File: src/rtl/branch_pkg.sv
// Shared types and constants for the branch resolve unit and its prediction queue.
package branch_pkg;

  // One in-flight prediction as captured from the fetch stage.
  typedef struct packed {
    logic        taken;
    logic [31:0] pc;
    logic [31:0] target;
    logic        compressed;
  } pred_entry_t;

  typedef enum logic [0:0] {
    StRun      = 1'b0,
    StRedirect = 1'b1
  } bru_state_e;

  localparam logic [31:0] PcIncCompressed = 32'd2;
  localparam logic [31:0] PcIncFull       = 32'd4;

  // Address of the next sequential instruction; wraps modulo 2^32.
  function automatic logic [31:0] fallthrough_pc(input pred_entry_t e);
    return e.pc + (e.compressed ? PcIncCompressed : PcIncFull);
  endfunction

endpackage

File: src/rtl/pred_fifo.sv
// In-order queue of outstanding predictions with a synchronous flush.
module pred_fifo
  import branch_pkg::*;
#(
  parameter int unsigned Depth = 4
) (
  input  logic        clk_i,
  input  logic        rst_ni,
  input  logic        flush_i,
  input  logic        push_i,
  input  pred_entry_t data_i,
  input  logic        pop_i,
  output pred_entry_t data_o,
  output logic        full_o,
  output logic        empty_o
);

  localparam int unsigned PtrW = $clog2(Depth);
  localparam logic [PtrW:0] PtrOne = {{PtrW{1'b0}}, 1'b1};

  // Pointers carry one extra wrap bit to tell full from empty.
  logic [PtrW:0] wr_ptr_q, wr_ptr_d;
  logic [PtrW:0] rd_ptr_q, rd_ptr_d;
  pred_entry_t   mem_q [Depth];
  logic          do_push, do_pop;

  assign empty_o = (wr_ptr_q == rd_ptr_q);
  assign full_o  = (wr_ptr_q[PtrW] != rd_ptr_q[PtrW]) &&
                   (wr_ptr_q[PtrW-1:0] == rd_ptr_q[PtrW-1:0]);
  assign do_push = push_i & ~full_o;
  assign do_pop  = pop_i & ~empty_o;
  assign data_o  = mem_q[rd_ptr_q[PtrW-1:0]];

  // Pointer next-state; flush overrides any same-cycle push or pop.
  always_comb begin
    wr_ptr_d = wr_ptr_q;
    rd_ptr_d = rd_ptr_q;
    if (flush_i) begin
      wr_ptr_d = '0;
      rd_ptr_d = '0;
    end else begin
      if (do_push) wr_ptr_d = wr_ptr_q + PtrOne;
      if (do_pop)  rd_ptr_d = rd_ptr_q + PtrOne;
    end
  end

  // Pointer registers with synchronous reset.
  always_ff @(posedge clk_i) begin
    if (!rst_ni) begin
      wr_ptr_q <= '0;
      rd_ptr_q <= '0;
    end else begin
      wr_ptr_q <= wr_ptr_d;
      rd_ptr_q <= rd_ptr_d;
    end
  end

  // Entry storage; contents are only meaningful between the pointers.
  always_ff @(posedge clk_i) begin
    if (do_push) begin
      mem_q[wr_ptr_q[PtrW-1:0]] <= data_i;
    end
  end

endmodule

File: src/rtl/branch_resolve_unit.sv
// Tracks in-flight branch predictions, checks them against execute outcomes and
// requests a one-cycle fetch redirect on a mispredict.
module branch_resolve_unit
  import branch_pkg::*;
#(
  parameter int unsigned DEPTH = 4
) (
  input  logic        clk_i,
  input  logic        rst_ni,
  input  logic        pred_valid_i,
  output logic        pred_ready_o,
  input  logic        pred_taken_i,
  input  logic [31:0] pred_pc_i,
  input  logic [31:0] pred_target_i,
  input  logic        pred_compressed_i,
  input  logic        res_valid_i,
  output logic        res_ready_o,
  input  logic        res_taken_i,
  input  logic [31:0] res_target_i,
  output logic        redirect_o,
  output logic [31:0] redirect_pc_o,
  output logic [15:0] branch_cnt_o,
  output logic [15:0] mispredict_cnt_o
);

  bru_state_e  state_q, state_d;
  logic [31:0] redirect_pc_q, redirect_pc_d;
  logic [15:0] branch_cnt_q, branch_cnt_d;
  logic [15:0] mispredict_cnt_q, mispredict_cnt_d;

  pred_entry_t push_entry, head;
  logic        fifo_full, fifo_empty;
  logic        push, pop, mispredict;
  logic [31:0] correct_pc;

  assign push_entry = '{
    taken:      pred_taken_i,
    pc:         pred_pc_i,
    target:     pred_target_i,
    compressed: pred_compressed_i
  };

  assign pred_ready_o = (state_q == StRun) & ~fifo_full;
  assign res_ready_o  = (state_q == StRun) & ~fifo_empty;
  assign push         = pred_valid_i & pred_ready_o;
  assign pop          = res_valid_i & res_ready_o;

  // A target mismatch only matters when both sides agree the branch is taken.
  assign mispredict = pop & ((res_taken_i != head.taken) |
                             (res_taken_i & head.taken & (res_target_i != head.target)));
  assign correct_pc = res_taken_i ? res_target_i : fallthrough_pc(head);

  pred_fifo #(
    .Depth (DEPTH)
  ) u_pred_fifo (
    .clk_i   (clk_i),
    .rst_ni  (rst_ni),
    .flush_i (mispredict),
    .push_i  (push),
    .data_i  (push_entry),
    .pop_i   (pop),
    .data_o  (head),
    .full_o  (fifo_full),
    .empty_o (fifo_empty)
  );

  // FSM next-state and the redirect PC, which is zero outside the redirect cycle.
  always_comb begin
    state_d       = state_q;
    redirect_pc_d = '0;
    unique case (state_q)
      StRun: begin
        if (mispredict) begin
          state_d       = StRedirect;
          redirect_pc_d = correct_pc;
        end
      end
      StRedirect: state_d = StRun;
      default:    state_d = StRun;
    endcase
  end

  // Saturating resolution and mispredict counters.
  always_comb begin
    branch_cnt_d     = branch_cnt_q;
    mispredict_cnt_d = mispredict_cnt_q;
    if (pop && (branch_cnt_q != 16'hFFFF)) begin
      branch_cnt_d = branch_cnt_q + 16'd1;
    end
    if (mispredict && (mispredict_cnt_q != 16'hFFFF)) begin
      mispredict_cnt_d = mispredict_cnt_q + 16'd1;
    end
  end

  // State, redirect PC and counters with synchronous reset.
  always_ff @(posedge clk_i) begin
    if (!rst_ni) begin
      state_q          <= StRun;
      redirect_pc_q    <= '0;
      branch_cnt_q     <= '0;
      mispredict_cnt_q <= '0;
    end else begin
      state_q          <= state_d;
      redirect_pc_q    <= redirect_pc_d;
      branch_cnt_q     <= branch_cnt_d;
      mispredict_cnt_q <= mispredict_cnt_d;
    end
  end

  assign redirect_o       = (state_q == StRedirect);
  assign redirect_pc_o    = redirect_pc_q;
  assign branch_cnt_o     = branch_cnt_q;
  assign mispredict_cnt_o = mispredict_cnt_q;

endmodule
File: config.mk
export PLATFORM = sky130hd
export DESIGN_NAME = branch_resolve_unit
export DESIGN_NICKNAME = d
export VERILOG_FILES = /design/src/rtl/branch_pkg.sv /design/src/rtl/pred_fifo.sv /design/src/rtl/branch_resolve_unit.sv
export SDC_FILE = /design/constraint.sdc
export NUM_CORES = 1
export LEC_CHECK = 0
export CAP_MARGIN = 40
export CORE_UTILIZATION = 55
export DETAILED_ROUTE_END_ITERATION = 16
export GPL_TIMING_DRIVEN = 0
export HOLD_SLACK_MARGIN = 0.1
export PLACE_DENSITY = 0.79
export SLEW_MARGIN = 20
export SYNTH_ARGS = -nofsm -noshare
export SYNTH_HDL_FRONTEND = slang
export SYNTH_SLANG_ARGS = --single-unit
export TNS_END_PERCENT = 100
File: constraint.sdc
create_clock -name clk_i -period 5.3 [get_ports clk_i]
set_input_delay 0.53 -clock clk_i [delete_from_list [all_inputs] [get_ports clk_i]]
set_output_delay 0.53 -clock clk_i [all_outputs]
set_load 0.05 [all_outputs]
==> impl_metrics.toml <==
[final_layout]
nFillCells = 1641
stdcell_area_sq_mm = 0.0170
diodes = 0
fin_nets = 1155
final_common_cell = "edfxtp_1"
drive_above_1_share_pct = 13.4
area_growth_pct = 23.9
final_cell_mix = "edfxtp_1 (264), clkdlybuf4s50_1 (169), dfxtp_1 (73)"

[critical_path]
worstPathMaxFanout = 10
crit_type = "flop to flop"
cp-end-kind = "flop"
crit_required_ns = 5.72
worstPathArrival_ns = 5.24
start_kind = "flop"

[placement]
placed_cell_area_sq_mm = 0.0159
place_ws_ns = 0.631
hpwlAfterDp_um = 21200
port_buffers = 169
routabilityCongestion = 0.866

[grt]
antenna_found_initial = 0
overflow = 0
grt_first_pass_wirelength_um = 46100
grt_max_degree = 47
grt.total_usage_pct = 24.3
grt_pass1_vias = 7967

[sta]
finClkSkew_ns = 0.0146
period_minus_slack_ns = 4.82
tns_ns = 0
setup-violations-final = 0
timing.final.hold_violations = 0
worst_slack_ns = 0.476
rsz0062_at_grt = "no"
finalCritPeriodShare_pct = 91.0
finalMaxSlewViolations = 0
relSlewSlack_pct = 53.1
max_freq_mhz = 207
tightestPinTransition_ns = 0.703

[synthesis]
async_flop_share_pct = 0
ys_seq_area_share_pct = 68.6
synth_edf_count = 264
ys.flop_type = "edfxtp_1"
synth.avg_cell_area_sq_um = 16.5
synthesis.area_sq_mm = 0.0137
synth_seq_cells = 337
syn_nets = 944
yosysWarningCount = 0
synth_cell_types = 53
syn_inst = 830

[pwr]
intPower_uw = 5230
combPwrFrac_pct = 24.0
p_clk_share_pct = 30.7
p_per_area_mw_per_mm2 = 434
pwr-share-seq_pct = 45.3
totalPowerFinal_uw = 7370
p_leak_uw = 0.00559
power_switching_uw = 2130
ir_drop_mv = 0.333
swShare_pct = 28.9

[routing]
finalWirelength_um = 30500
drt_first_pass_iters = 7
ant_nets = 0
drt_iter0_drc = 768
viasPerCell = 5.72
avgRoutedWirePerCell_um = 21.9
drc = 0
vias = 7952

[die]
die-width_um = 160
die_area_sq_mm = 0.0255
die_y_um = 160
core_sq_mm = 0.0244
num_rows = 57
start_util_pct = 56.1
io_pins = 170

[cts]
numCtsBuffers = 35
cts_hold_buffers = 0
cts_buffer_depth = 3
cts.clk_slew.worst_paths_ns = 0.06
post_cts_buffers = 0
h-tree-depth = 2
cts_root_buffer = "clkbuf_16"
cts_tree = "yes"
cts_resized = 0
cts.sinks = 337
insertion_delay_ns = 0.52

[worst_hold_path]
min_from = "mispredict_cnt_o[11]"
hold_path_class = "flop to flop"

[run_status]
status = "complete, no violations"

[flow_run]
maxCapViolations = 0
final cells by class:
class	instances	area (sq um)	share of cell area [%]
Sequential cell	337	9390	55.4
Clock inverter	21	140	0.826
Multi-Input combinational cell	442	4040	23.8
Inverter	19	71.3	0.421
Timing Repair Buffer	174	1790	10.6
Buffer	32	213	1.25
Clock buffer	42	912	5.38
Tap cell	324	405	2.39
power groups by stage:
stage / clock network [uW] / logic, uW / registers, uW
2_1_floorplan: 0 / 994 / 3540
3_3_place_gp: 0 / 1680 / 3410
3_5_place_dp: 0 / 1760 / 3390
4_1_cts: 2290 / 1780 / 3340
5_1_grt: 2390 / 1880 / 3360
6_report: 2260 / 1770 / 3340
critical path, cell delays in order (launching register included):
cell and delay [ns]:
dfxtp_1 0.36, buf_4 0.21, buf_4 0.25, clkbuf_1 0.52, clkbuf_1 0.58, mux4_2 0.39, ha_1 0.19, inv_1 0.06
fa_1 0.49, and4b_1 0.35, nand4_1 0.37, or2_2 0.44, nor2_1 0.12, xnor2_1 0.10, a211oi_1 0.27
per-stage QoR:
step | std cells | util [%] | hold slack, ns
finish | 1391 | 69.5 | 0.498
global route | 1391 | 69.5 | 0.519
CTS | 1391 | 69.5 | 0.495
detailed placement | 1328 | 65.2 | 0.485
global placement | 1323 | 64.7 | 0.474
floorplan | 830 | - | 0.533
final timing paths:
path / endpoint / slack, ns / cells after the start
worst max-delay path: redirect_pc_o[25] / 0.48 / 14
worst min-delay path: mispredict_cnt_o[11] / 0.50 / 2
worst max register to register: redirect_pc_o[25] / 0.48 / 14
worst min register to register: mispredict_cnt_o[11] / 0.50 / 2
logic make-up after synthesis:
logic type / Yosys count / synth area share, %
flip-flops: 337 / 68.6
adder cells (fa/ha/maj): 11 / 1.06
buffers and inverters: 51 / 2.07
AND/OR/NAND/NOR: 213 / 7.99
AO/OA/AOI/OAI: 55 / 2.71
multiplexers: 85 / 12.6
XOR/XNOR: 78 / 4.99
per-layer routing:
metal | global-route usage, % | vias up | wire [um]
li1 | - | 3638 | -
met1 | 31.7 | 3916 | 12500
met2 | 40.6 | 332 | 14800
met3 | 4.88 | 66 | 2160
met4 | 9.35 | 0 | 988
met5 | 0 | - | 0
cells in the mapped netlist (all sizes together) (2+ instances only):
| master | n | area, sq um |
|---|---|---|
| a211oi | 10 | 80.1 |
| a21bo | 2 | 20.0 |
| a21oi | 22 | 114 |
| a311oi | 2 | 23.8 |
| a31oi | 5 | 31.3 |
| and2 | 7 | 43.8 |
| and3 | 9 | 56.3 |
| and4 | 7 | 61.3 |
| buf | 14 | 139 |
| clkbuf | 17 | 65.1 |
| dfxtp | 73 | 1460 |
| edfxtp | 264 | 7930 |
| ha | 10 | 125 |
| inv | 19 | 71.3 |
| mux2i | 19 | 190 |
| mux4 | 66 | 1530 |
| nand2 | 43 | 161 |
| nand2b | 11 | 68.8 |
| nand3 | 18 | 90.1 |
| nand3b | 2 | 15.0 |
| nand4 | 22 | 138 |
| nor2 | 62 | 233 |
| nor2b | 2 | 12.5 |
| nor3 | 6 | 30.0 |
| nor4 | 14 | 115 |
| o211ai | 2 | 15.0 |
| o21ai | 7 | 46.3 |
| or2 | 4 | 25.0 |
| or3 | 4 | 25.0 |
| xnor2 | 58 | 508 |
| xor2 | 20 | 175 |
state kept, by name, summed over array words and instances, names as in the netlist, named ones only:
register,cells
u_pred_fifo.wr_ptr_q,3
redirect_o,1
redirect_pc_o,32
mispredict_cnt_o,16
u_pred_fifo.rd_ptr_q,3
u_pred_fifo.mem_q,264
branch_cnt_o,16
(Power assumes the default switching activity.)
